==> src/rtl/if_fetch_unit.sv <==
// if_fetch_unit: instruction fetch with several requests in flight and a decode queue.
// Optional macro IF_BYPASS_EN forwards a response straight to decode when the queue is empty.
module if_fetch_unit #(
  parameter int          MAX_OUTSTANDING = 2,
  parameter int          IBUF_DEPTH      = 4,
  parameter logic [31:0] RESET_PC        = 32'h1c000000
) (
  input  logic        clk,
  input  logic        resetn,
  input  logic        ds_allowin,
  input  logic        br_taken,
  input  logic [31:0] br_target,
  input  logic        fs_flush_pipe,
  input  logic [31:0] flush_target,
  output logic        fs_to_ds_valid,
  output logic [64:0] fs_to_ds_bus,
  output logic        inst_sram_req,
  output logic        inst_sram_wr,
  output logic [1:0]  inst_sram_size,
  output logic [3:0]  inst_sram_wstrb,
  output logic [31:0] inst_sram_addr,
  output logic [31:0] inst_sram_wdata,
  input  logic        inst_sram_addr_ok,
  input  logic        inst_sram_data_ok,
  input  logic [31:0] inst_sram_rdata
);

  localparam int CW = $clog2(MAX_OUTSTANDING + 1);
  localparam int TW = (MAX_OUTSTANDING > 1) ? $clog2(MAX_OUTSTANDING) : 1;
  localparam int PW = $clog2(IBUF_DEPTH);
  localparam int BW = $clog2(IBUF_DEPTH + 1);
  localparam int SW = ((CW > BW) ? CW : BW) + 1;
  localparam logic [CW-1:0] MAX_OUT  = CW'(MAX_OUTSTANDING);
  localparam logic [BW-1:0] DEPTH    = BW'(IBUF_DEPTH);
  localparam logic [TW-1:0] TAG_LAST = TW'(MAX_OUTSTANDING - 1);

  logic [31:0]   pc_q, pc_d;
  logic [31:0]   tag_mem_q [MAX_OUTSTANDING];
  logic [31:0]   tag_mem_d [MAX_OUTSTANDING];
  logic [TW-1:0] tag_wr_q, tag_wr_d, tag_rd_q, tag_rd_d;
  logic [CW-1:0] out_cnt_q, out_cnt_d, discard_q, discard_d;
  logic [64:0]   ibuf_q [IBUF_DEPTH];
  logic [64:0]   ibuf_d [IBUF_DEPTH];
  logic [PW-1:0] ib_wr_q, ib_wr_d, ib_rd_q, ib_rd_d;
  logic [BW-1:0] ib_cnt_q, ib_cnt_d;
  logic          adef_stall_q, adef_stall_d;

  logic          redirect;
  logic [31:0]   redirect_target;
  logic          resp, resp_live, hs, credit_ok, adef_fire, bypass;
  logic          ib_empty, ib_push, ib_pop;
  logic [64:0]   resp_entry, push_entry;
  logic [SW-1:0] credit_sum;

  function automatic logic [TW-1:0] tag_next(input logic [TW-1:0] p);
    return (p == TAG_LAST) ? '0 : p + TW'(1);
  endfunction

  assign redirect        = fs_flush_pipe | br_taken;
  assign redirect_target = fs_flush_pipe ? flush_target : br_target;
  assign ib_empty        = (ib_cnt_q == '0);

  // A response with nothing in flight is a leftover from before reset.
  assign resp       = inst_sram_data_ok & (out_cnt_q != '0);
  assign resp_live  = resp & !redirect & (discard_q == '0);
  assign resp_entry = {1'b0, inst_sram_rdata, tag_mem_q[tag_rd_q]};

  // Every accepted request owns a queue slot, so responses never need back-pressure.
  assign credit_sum = SW'(out_cnt_q) + SW'(ib_cnt_q);
  assign credit_ok  = credit_sum < SW'(IBUF_DEPTH);

  assign inst_sram_req = resetn & !redirect & !adef_stall_q & (pc_q[1:0] == 2'b00)
                       & (out_cnt_q < MAX_OUT) & credit_ok;
  assign hs = inst_sram_req & inst_sram_addr_ok;

  assign adef_fire = !redirect & !adef_stall_q & (pc_q[1:0] != 2'b00) & (out_cnt_q == '0)
                   & (discard_q == '0) & (ib_cnt_q < DEPTH);

`ifdef IF_BYPASS_EN
  assign bypass = resp_live & ib_empty;
`else
  assign bypass = 1'b0;
`endif

  assign fs_to_ds_valid = resetn & !redirect & (!ib_empty | bypass);
  assign fs_to_ds_bus   = bypass ? resp_entry : ibuf_q[ib_rd_q];
  assign ib_pop         = fs_to_ds_valid & ds_allowin & !ib_empty;
  assign ib_push        = (resp_live & !(bypass & ds_allowin)) | adef_fire;
  assign push_entry     = adef_fire ? {1'b1, 32'h0, pc_q} : resp_entry;

  assign inst_sram_wr    = 1'b0;
  assign inst_sram_size  = 2'd2;
  assign inst_sram_wstrb = 4'h0;
  assign inst_sram_wdata = 32'h0;
  assign inst_sram_addr  = pc_q;

  always_comb begin
    pc_d         = pc_q;
    tag_mem_d    = tag_mem_q;
    tag_wr_d     = tag_wr_q;
    tag_rd_d     = tag_rd_q;
    out_cnt_d    = out_cnt_q + CW'(hs) - CW'(resp);
    discard_d    = discard_q;
    ibuf_d       = ibuf_q;
    ib_wr_d      = ib_wr_q;
    ib_rd_d      = ib_rd_q;
    ib_cnt_d     = ib_cnt_q;
    adef_stall_d = adef_stall_q;

    if (hs) begin
      tag_mem_d[tag_wr_q] = pc_q;
      tag_wr_d            = tag_next(tag_wr_q);
    end
    if (resp) tag_rd_d = tag_next(tag_rd_q);

    if (redirect) begin
      // Everything still in flight after this edge belongs to the old path.
      pc_d         = redirect_target;
      ib_wr_d      = '0;
      ib_rd_d      = '0;
      ib_cnt_d     = '0;
      adef_stall_d = 1'b0;
      discard_d    = out_cnt_q - CW'(resp);
    end else begin
      if (hs) pc_d = pc_q + 32'd4;
      if (resp && discard_q != '0) discard_d = discard_q - CW'(1);
      if (ib_push) begin
        ibuf_d[ib_wr_q] = push_entry;
        ib_wr_d         = ib_wr_q + PW'(1);
      end
      if (ib_pop) ib_rd_d = ib_rd_q + PW'(1);
      ib_cnt_d = ib_cnt_q + BW'(ib_push) - BW'(ib_pop);
      if (adef_fire) adef_stall_d = 1'b1;
    end
  end

  always_ff @(posedge clk) begin
    if (!resetn) begin
      pc_q         <= RESET_PC;
      tag_wr_q     <= '0;
      tag_rd_q     <= '0;
      out_cnt_q    <= '0;
      discard_q    <= '0;
      ib_wr_q      <= '0;
      ib_rd_q      <= '0;
      ib_cnt_q     <= '0;
      adef_stall_q <= 1'b0;
    end else begin
      pc_q         <= pc_d;
      tag_wr_q     <= tag_wr_d;
      tag_rd_q     <= tag_rd_d;
      out_cnt_q    <= out_cnt_d;
      discard_q    <= discard_d;
      ib_wr_q      <= ib_wr_d;
      ib_rd_q      <= ib_rd_d;
      ib_cnt_q     <= ib_cnt_d;
      adef_stall_q <= adef_stall_d;
    end
  end

  // Storage arrays carry no reset; their pointers and counts define validity.
  always_ff @(posedge clk) begin
    tag_mem_q <= tag_mem_d;
    ibuf_q    <= ibuf_d;
  end

endmodule

==> config.mk <==
export PLATFORM = sky130hd
export DESIGN_NAME = if_fetch_unit
export DESIGN_NICKNAME = d
export VERILOG_FILES = /design/src/rtl/if_fetch_unit.sv
export SDC_FILE = /design/constraint.sdc
export NUM_CORES = 1
export LEC_CHECK = 0
export CAP_MARGIN = 25
export CORE_ASPECT_RATIO = 1.5
export CORE_MARGIN = 10
export CORE_UTILIZATION = 39
export CTS_CLUSTER_DIAMETER = 100
export DETAILED_ROUTE_END_ITERATION = 6
export SLEW_MARGIN = 40
export SYNTH_ARGS = -nofsm -noshare
export SYNTH_HDL_FRONTEND = slang
export SYNTH_SLANG_ARGS = --single-unit
==> constraint.sdc <==
create_clock -name clk -period 10.2 [get_ports clk]
set_clock_uncertainty 0.05 [all_clocks]
set_input_delay 1.53 -clock clk [delete_from_list [all_inputs] [get_ports clk]]
set_output_delay 1.53 -clock clk [all_outputs]
set_load 0.01 [all_outputs]
==> qor.txt, run 1 <==
Critical path buffer and inverter count - 4
Required time worst endpoint - 8620 ps
Most common flop cell mapped by yosys - edfxtp_1
PwrDens - 189.4 nW/um^2
Worst R2R End - out_cnt_q[1]$_SDFF_PN0_
Placed cell area - 17950 um^2
GP Congestion - 0.8492
Detailed router's first-iteration violation count - 416
Clock Sinks - 370
Seq/Total Area, Yosys - 0.6914
Yosys cell types - 57
Chip height - 263.4 um
Hold depth - 2
Slowest cell on crit path - clkdlybuf4s50_1
Critical path fanouts, max - 24
Post-route ant nets - 0
Syn Area/Cell - 15.75 um^2
Clk pwr share - 0.369
Initial antenna violation count - 0
Asr flop ratio synth - 0
Hold path endpoint - adef_stall_q$_SDFFE_PP0P_
Post-synthesis register bit count - 370
Critical path class - input port to primary output
Fin Setup TNS - 0 ps
Post-synth EDFFs - 324
Largest net degree at the start of global routing - 61
FF-to-FF Start - out_cnt_q[1]$_SDFF_PN0_
Fin crit share - 0.5186
First-pass GRT wire length - 56.06 mm
Area leader, netlist - edfxtp_1
H-tree levels - 2
Reg clk slew, reported paths - 60 ps
Area growth syn-to-layout - 24.30%
Largest stage delay, worst path - 640 ps
Synthesized cell area - 15400 um^2
Slew Viols, Final - 0
Share of the synthesized area in the top cell type - 0.6316
Nets - 1297
LEAKAGE - 6.147 nW
Design Area, Final - 19150 um^2
CTS Buf Count - 36
Gate Count Post-Synth - 978
Pint - 2.772 mW
Setup violators final - 0
Resize count post-CTS - 0
Filler cells - 3316
Inserted Diodes - 0
Total wire length - 36.89 mm
All-Layer GR Usage - 0.1492
MaxCap Viol Count - 0
Grt total ovfl - 0
Peak supply drop - 0.0001120 V
Die W - 182.3 um
Dpl hpwl - 24.67 mm
Seq pwr share - 0.507
Switch Pwr - 854.9 uW
Hold WC Path Type - flop to flop
Worst Setup End Kind - primary output
CP Cell Sequence - clkdlybuf4s50_1 -> buf_4 -> or3b_1 -> buf_4 -> nor2_1 -> clkdlybuf4s50_1
Data arrival, critical path - 3710 ps
Core area - 39200 um^2
R2r setup slk - 7180 ps
DR WL/cell - 21.58 um
Setup Buffers After CTS - 0
CP delay by family, top - buffers and inverters
Row count - 89
Largest cells by area after synthesis - edfxtp_1, mux4_2, dfxtp_1
Layout cells sized above 1 - 0.1307
Ports - 241
Startpoint Class - input port
Status - finished, final reports clean
Worst-Margin Slew - 811.8 ps
Port bufs - 201
Yosys warns - 0
Worst slew margin - 0.4582
Combinational power share - 0.124
Die area - 48010 um^2
Effective utilization at floorplan - 0.3930
Reg2Reg Depth - 11
End-of-flow core utilization - 0.4884
Vias per cell - 5.222
RSZ-0062 raised after global routing - false
# hold bufs at CTS - 0
Via count - 8924
Final-report hold violation count - 0
Net Sw Frac - 0.2357
Max Fclk - 189.1 MHz
First-pass iteration count of the detailed router - 4
Bufs on Longest Clock Path - 3
Clock root cell - clkbuf_16
TritonCTS clock tree - built
Clk Latency, worst-skew pair - 530 ps
Vias in the first global route - 9629
Min-delay src - adef_stall_q$_SDFFE_PP0P_
Remaining DRCs - 0
Final critical-path required period - 5290 ps
==> metrics by stage <==
step / power [mW] / worst slack (ps) / hold slack (ps) / cells
2_1_floorplan: 2.119 / 5707 / 389.0 / 1015
3_3_place_gp: 2.316 / 4900 / 400.4 / 1637
3_5_place_dp: 2.331 / 4884 / 407.8 / 1643
4_1_cts: 3.671 / 4882 / 430.5 / 1708
5_1_grt: 3.774 / 4825 / 464.1 / 1709
6_report: 3.627 / 4910 / 434.2 / 1709
==> power groups by stage <==
stage          sequential [mW]  combinational, mW  clock, mW
2_1_floorplan             1.83              0.291          0
3_3_place_gp              1.87              0.447          0
3_5_place_dp              1.87              0.458          0
4_1_cts                   1.84              0.459       1.37
5_1_grt                   1.85              0.497       1.43
6_report                  1.84              0.450       1.34
==> cell families (layout without fill, tap and decap cells) <==
kind of cell,count (synthesis),after routing,synth area share
compound gates,136,136,0.05369
simple gates,219,219,0.07343
flops,370,370,0.6914
fa+ha+maj,12,12,0.01023
mux,104,104,0.1205
xor+xnor,23,23,0.01308
buf+inv,112,306,0.03720
other cells,2,39,0.0004876
==> per-layer routing <==
metal | up-vias | GRT usage | wire [um]
met3 | 57 | 0.03542 | 2154
met2 | 307 | 0.2706 | 19250
met1 | 4428 | 0.1665 | 14520
li1 | 4132 | - | -
met4 | 0 | 0.05114 | 960
met5 | - | 0 | 0
==> cells in the mapped netlist, types with 12 or more instances <==
master,number
a21oi_1,32
mux4_2,65
nand2_1,62
edfxtp_1,324
and3_1,13
clkbuf_1,38
o21ai_0,55
and2_1,40
inv_1,16
buf_4,39
dfxtp_1,46
nor3_1,16
xnor2_1,12
nor2_1,34
nand3_1,16
mux2i_1,38
nand4_1,17
==> flip-flops by register name (all words and copies together) (netlist names) <==
name,cells
adef_stall_q,1
discard_q,2
ib_cnt_q,3
ib_rd_q,2
ib_wr_q,2
ibuf_q,260
inst_sram_addr,32
out_cnt_q,2
tag_mem_q,64
tag_rd_q,1
tag_wr_q,1
==> area by class of cell <==
class	count	area (um^2)	share of cell area
multi-input cells	533	4348	0.2271
flip-flops and latches	370	10660	0.5569
repair buffers	222	2248	0.1174
well taps	500	625.6	0.03268
clock buffers	46	979.7	0.05117
inverters	19	71.32	0.003725
clock inverters	19	211.5	0.01104
==> worst max-delay path by stage <==
| stage | start | to | slack, ps | cells after the start |
|---|---|---|---|---|
| after floorplan | fs_flush_pipe | ibuf_q[0]$_DFFE_PP_ | 5710 | 5 |
| after global placement | resetn | fs_to_ds_valid | 4900 | 6 |
| after detailed placement | resetn | fs_to_ds_valid | 4880 | 6 |
| after CTS | resetn | fs_to_ds_valid | 4880 | 6 |
| after global routing | resetn | fs_to_ds_valid | 4830 | 6 |
| final | resetn | fs_to_ds_valid | 4910 | 6 |
==> worst register-to-register path, cell delays in order (launching register included) <==
cell	delay, ps
dfxtp_1	380
ha_1	230
or4_4	450
nor4_4	550
buf_4	270
inv_2	90
ha_1	300
inv_1	60
ha_1	140
xor2_1	170
xnor2_1	140
nor2_1	50
==> cells in the final DEF (no fill, tap or decap), types with 3 or more instances in the layout <==
master,Yosys,layout
xor2_1,11,11
clkbuf_1,38,7
or4_1,6,6
ha_1,11,11
and3_1,13,13
mux2i_1,38,38
inv_1,16,16
nor3_1,16,16
and2_4,0,4
xnor2_1,12,12
nand4_1,17,17
o21a_1,5,5
clkinv_1,2,6
buf_4,39,14
clkbuf_16,0,37
clkinv_2,0,4
clkdlybuf4s50_1,0,201
buf_12,0,6
o22ai_1,5,5
nor4_1,7,7
o211a_1,4,4
a211oi_1,8,8
dfxtp_1,46,43
dfxtp_4,0,3
mux4_2,65,65
o21ai_0,55,55
bufinv_16,0,4
o211ai_1,4,4
nor2_1,34,33
o221ai_1,3,3
edfxtp_1,324,324
conb_1,2,39
and2_1,40,36
nand3_1,16,15
a21oi_1,32,32
nand2_1,62,62
clkinvlp_4,0,4
a31oi_1,4,4
Note: power is estimated with default switching activity, not from simulation.
==> run 2, diff against run 1 <==
clock period = 4.5 ns   (was 10.2 ns; I/O delays follow)
==> run 2 against run 1 <==
- worst hold slack improved by 2.1 ps
- count of clock-buffer cells in the layout rose by 3
- critical path depth fell by 3
- first-iteration DRC count rose by 30%
- non-clock buffer count rose by 3
- final area fell by 0.48%
- cell count rose by 0.12%
- critical endpoint is now fs_to_ds_bus[34]
- sequential power rose by 130%
- sequential share of layout area rose by 0.27 points
- clock power rose by 110%
- highest routed layer unchanged
==> qor.txt, run 2 (synthesis gave the netlist of run 1 again) <==
Status - finished, final reports clean
Highest metal used - met4
Remaining DRCs - 0
Area growth syn-to-layout - 23.69%
Met2 wire length - 18.68 mm
First-pass GRT wire length - 55.75 mm
Vias per cell - 5.191
Met3 wire length - 2.080 mm
Largest register FFs - 260
Largest net degree at the start of global routing - 47
Final Power - 8.010 mW
Post-Layout Cell Count - 1711
CP delay by family, top - buffers and inverters
CP Cell Sequence - buf_4 -> mux4_2 -> clkdlybuf4s50_1
Max Fclk - 284.4 MHz
Port bufs - 201
Reg2Reg Depth - 6
Critical path fanouts, max - 29
Slew Viols, Final - 0
Die W - 182.3 um
Clk Latency, worst-skew pair - 520 ps
Row count - 89
Post-route ant nets - 0
Via count - 8881
Clock root cell - clkbuf_16
Chip height - 263.4 um
Setup violators final - 0
Placed cell count - 1647
Startpoint Class - flop
Final-report hold violation count - 0
Critical path class - flop to primary output
Worst path depth - 3
LEAKAGE - 6.117 nW
Data arrival, critical path - 2790 ps
Clock Sinks - 370
Required time worst endpoint - 3770 ps
Biggest register - ibuf_q
Nets - 1300
Setup Buffers After CTS - 0
Most frequent cells in the layout - edfxtp_1, clkdlybuf4s50_1, mux4_2, nand2_1, o21ai_0
Dpl hpwl - 24.48 mm
Layout cells sized above 1 - 0.1280
Most common cell after layout, fill and taps aside - edfxtp_1
First-pass iteration count of the detailed router - 5
Core area - 39200 um^2
RSZ-0062 raised after global routing - false
CTS Buf Count - 36
Reg clk slew, reported paths - 60 ps
Total wire length - 36.00 mm
DR WL/cell - 21.04 um
# hold bufs at CTS - 0
Grt total ovfl - 0
Dpl ws - 927.5 ps
TritonCTS clock tree - built
Hold WC Path Type - flop to flop
Fin Setup TNS - 0 ps
Slowest cell on crit path - dfxtp_4
Effective utilization at floorplan - 0.3930
Worst Setup End Kind - primary output
PwrDens - 420.4 nW/um^2
Vias in the first global route - 9569
GP Congestion - 0.8655
Worst slew margin - 0.4731
MaxCap Viol Count - 0
Die area - 48010 um^2
Fin crit share - 0.7815
Bufs on Longest Clock Path - 3
Detailed router's first-iteration violation count - 542
Ports - 241
H-tree levels - 2
Final critical-path required period - 3517 ps
Peak supply drop - 0.0003896 V
Initial antenna violation count - 0
Post-route setup slack - 983.3 ps
Worst-Margin Slew - 784.3 ps
Critical path buffer and inverter count - 2
Inserted Diodes - 0
Wl on met1 - 14.44 mm
Largest stage delay, worst path - 770 ps
Hold Slack - 436.3 ps
All-Layer GR Usage - 0.1469
Hold depth - 2
Resize count post-CTS - 0
run 2: cell count changes in the layout (fill, tap and decap cells not counted), moves of 2 or more:
cell,delta
buf_4,+4
clkbuf_1,+4
bufinv_16,-3
clkinvlp_4,-2
run 2: worst paths after layout:
path / slack [ps] / startpoint / to
worst max-delay path: 980 / ib_rd_q[0]$_SDFFE_PP0P_ / fs_to_ds_bus[34]
worst min-delay path: 440 / adef_stall_q$_SDFFE_PP0P_ / adef_stall_q$_SDFFE_PP0P_
worst max register to register: 1650 / inst_sram_addr[3]$_SDFFE_PN0P_ / inst_sram_addr[28]$_SDFFE_PN1P_
worst min register to register: 440 / adef_stall_q$_SDFFE_PP0P_ / adef_stall_q$_SDFFE_PP0P_
run 2: metal layers:
metal | vias to the layer above | GRT usage
li1 | 4118 | -
met1 | 4426 | 0.1699
met2 | 291 | 0.2607
met3 | 46 | 0.03679
met4 | 0 | 0.04452
met5 | - | 0
run 2: final cells by class:
class,instances,area [um^2]
Sequential cell,370,10660
Clock inverter,15,106.4
Fill cell,3391,20140
Tap cell,500,625.6
Clock buffer,49,980.9
Timing Repair Buffer,225,2267
Multi-Input combinational cell,533,4340
Inverter,19,71.32
run 2: worst min-delay path, cell delays in order, from the launching register on:
cell     delay (ps)
dfxtp_1         330
inv_1            60
a21oi_1          50
run 2: report_power, final:
part	switching (mW)	internal, mW	leakage [nW]
logic	0.538	0.502	2.28
registers	0.151	4.00	3.31
clock network	1.22	1.59	0.527
run 2: through the flow:
stage	area, um^2	util
floorplan	15540	-
global placement	17920	0.4572
detailed placement	17970	0.4583
CTS	19050	0.4861
global route	19050	0.4861
finish	19050	0.4861
==> run 3, diff against run 2 <==
clock period = 3.3 ns   (was 4.5 ns; I/O delays follow)
==> run 3 against run 2 <==
- count of clock-buffer cells in the layout decreased by 9
- via count increased by 1.2%
- die area unchanged
- critical path depth unchanged
- total power increased by 42%
- worst setup slack got worse by 800 ps
- worst hold slack got worse by 3.8 ps
- sequential power increased by 35%
- combinational power increased by 47%
- flip-flop and latch count unchanged
- cell count increased by 1.9%
- final area increased by 2.3%
- critical path type unchanged
- highest routed layer unchanged
==> qor.txt, run 3 (synthesis gave the netlist of run 1 again) <==
All-Layer GR Usage - 0.1535
Hold WC Path Type - flop to flop
Final-report hold violation count - 0
Net Sw Frac - 0.2322
CTS Buf Count - 36
Seq pwr share - 0.495
Worst Setup End Kind - primary output
Switch Pwr - 2.632 mW
Ports - 241
TritonCTS clock tree - built
Placed cell area - 18290 um^2
Biggest register - ibuf_q
Startpoint Class - flop
RSZ-0062 raised after global routing - false
Remaining DRCs - 0
Core area - 39200 um^2
Worst-Margin Slew - 830.4 ps
First-pass GRT wire length - 57.76 mm
Die area - 48010 um^2
Data arrival, critical path - 2570 ps
Worst slew margin - 0.4421
# hold bufs at CTS - 0
Critical path class - flop to primary output
Most frequent cells in the layout - edfxtp_1, clkdlybuf4s50_1, mux4_2, nand2_1, o21ai_0
Row count - 89
Max Fclk - 320.9 MHz
End-of-flow core utilization - 0.4974
Slew Viols, Final - 0
Detailed router's first-iteration violation count - 513
Layout cells sized above 1 - 0.1537
Area growth syn-to-layout - 26.58%
Pint - 8.705 mW
Reg clk slew, reported paths - 60 ps
Effective utilization at floorplan - 0.3930
Post-Layout Cell Count - 1743
Fin crit share - 0.9444
FF/Latch Area - 10660 um^2
MaxCap Viol Count - 0
Port bufs - 201
Initial antenna violation count - 0
Grt total ovfl - 0
Clk Latency, worst-skew pair - 520 ps
Nets - 1332
Inserted Diodes - 0
Vias in the first global route - 9854
Via count - 8992
Bufs on Longest Clock Path - 3
H-tree levels - 2
Fin Setup TNS - 0 ps
Status - finished, final reports clean
Most common cell after layout, fill and taps aside - edfxtp_1
GP Congestion - 0.9093
First-pass iteration count of the detailed router - 4
Critical path fanouts, max - 17
Largest net degree at the start of global routing - 46
Post-route ant nets - 0
Vias per cell - 5.159
Final critical-path required period - 3116 ps
PwrDens - 581.4 nW/um^2
Multi-input logic area - 4337 um^2
Dpl hpwl - 26.02 mm
Clock Sinks - 370
Largest register FFs - 260
Filler cells - 3329
DR WL/cell - 21.45 um
Setup violators final - 0
Required time worst endpoint - 2750 ps
Clk pwr share - 0.370
Die W - 182.3 um
Placed cell count - 1679
Chip height - 263.4 um
LEAKAGE - 6.372 nW
Design Area, Final - 19500 um^2
Combinational power share - 0.135
Post-route setup slack - 183.6 ps
Peak supply drop - 0.0003446 V
Dpl ws - 169.7 ps
Clock root cell - clkbuf_16
Total wire length - 37.38 mm
## run 3: changes by cell type in the layout (fill, tap and decap cells not counted), moves of 3 or more
cell / change
buf_12: +7
clkinv_1: +3
clkbuf_1: -8
buf_4: +25
bufinv_16: +5
## run 3: stage by stage
step                      hold slack (ps)  power, mW
after floorplan                     389.0      6.545
after global placement              414.3      7.221
after detailed placement            421.7      7.271
after CTS                           430.0      11.48
after global routing                486.2      11.78
final                               432.5      11.34
## run 3: power groups by stage
| stage | clock [mW] | sequential (mW) | combinational, mW |
|---|---|---|---|
| after floorplan | 0 | 5.65 | 0.900 |
| after global placement | 0 | 5.70 | 1.52 |
| after detailed placement | 0 | 5.71 | 1.56 |
| after CTS | 4.31 | 5.61 | 1.57 |
| after global routing | 4.47 | 5.63 | 1.69 |
| final | 4.20 | 5.61 | 1.53 |
## run 3: worst paths after layout
path / from / to / slack (ps) / depth (start not counted)
setup / recovery: ib_rd_q[0]$_SDFFE_PP0P_ / fs_to_ds_bus[27] / 180 / 3
hold / removal: adef_stall_q$_SDFFE_PP0P_ / adef_stall_q$_SDFFE_PP0P_ / 430 / 2
setup reg to reg: inst_sram_addr[3]$_SDFFE_PN0P_ / inst_sram_addr[28]$_SDFFE_PN1P_ / 470 / 6
hold reg to reg: adef_stall_q$_SDFFE_PP0P_ / adef_stall_q$_SDFFE_PP0P_ / 430 / 2
## run 3: cell type report
class | instances | area share
multi-input combinational | 533 | 0.2224
clock inverter | 24 | 0.01405
clock buffer | 40 | 0.04807
tap | 500 | 0.03209
inverter | 19 | 0.003658
sequential | 370 | 0.5467
timing repair buffer | 257 | 0.1330
## run 3: repair_timing
item | 4_1_cts | 5_1_grt
hold endpoints to repair | 0 | 0
gates resized for setup | 1 | 0
endpoints found under the setup margin | 1 | 0
setup buffers | 0 | 0
## run 3: routing by layer
metal | global-route usage | part of all wire | up-vias
met5 | 0 | 0 | -
met2 | 0.2667 | 0.51 | 286
met1 | 0.1781 | 0.40 | 4448
met4 | 0.06061 | 0.033 | 0
met3 | 0.03666 | 0.057 | 67
li1 | - | - | 4191
## run 3: worst max-delay path, stage by stage (launching register included)
cell and delay [ps]:
dfxtp_4 600, buf_4 360, mux4_2 530, clkdlybuf4s50_1 550
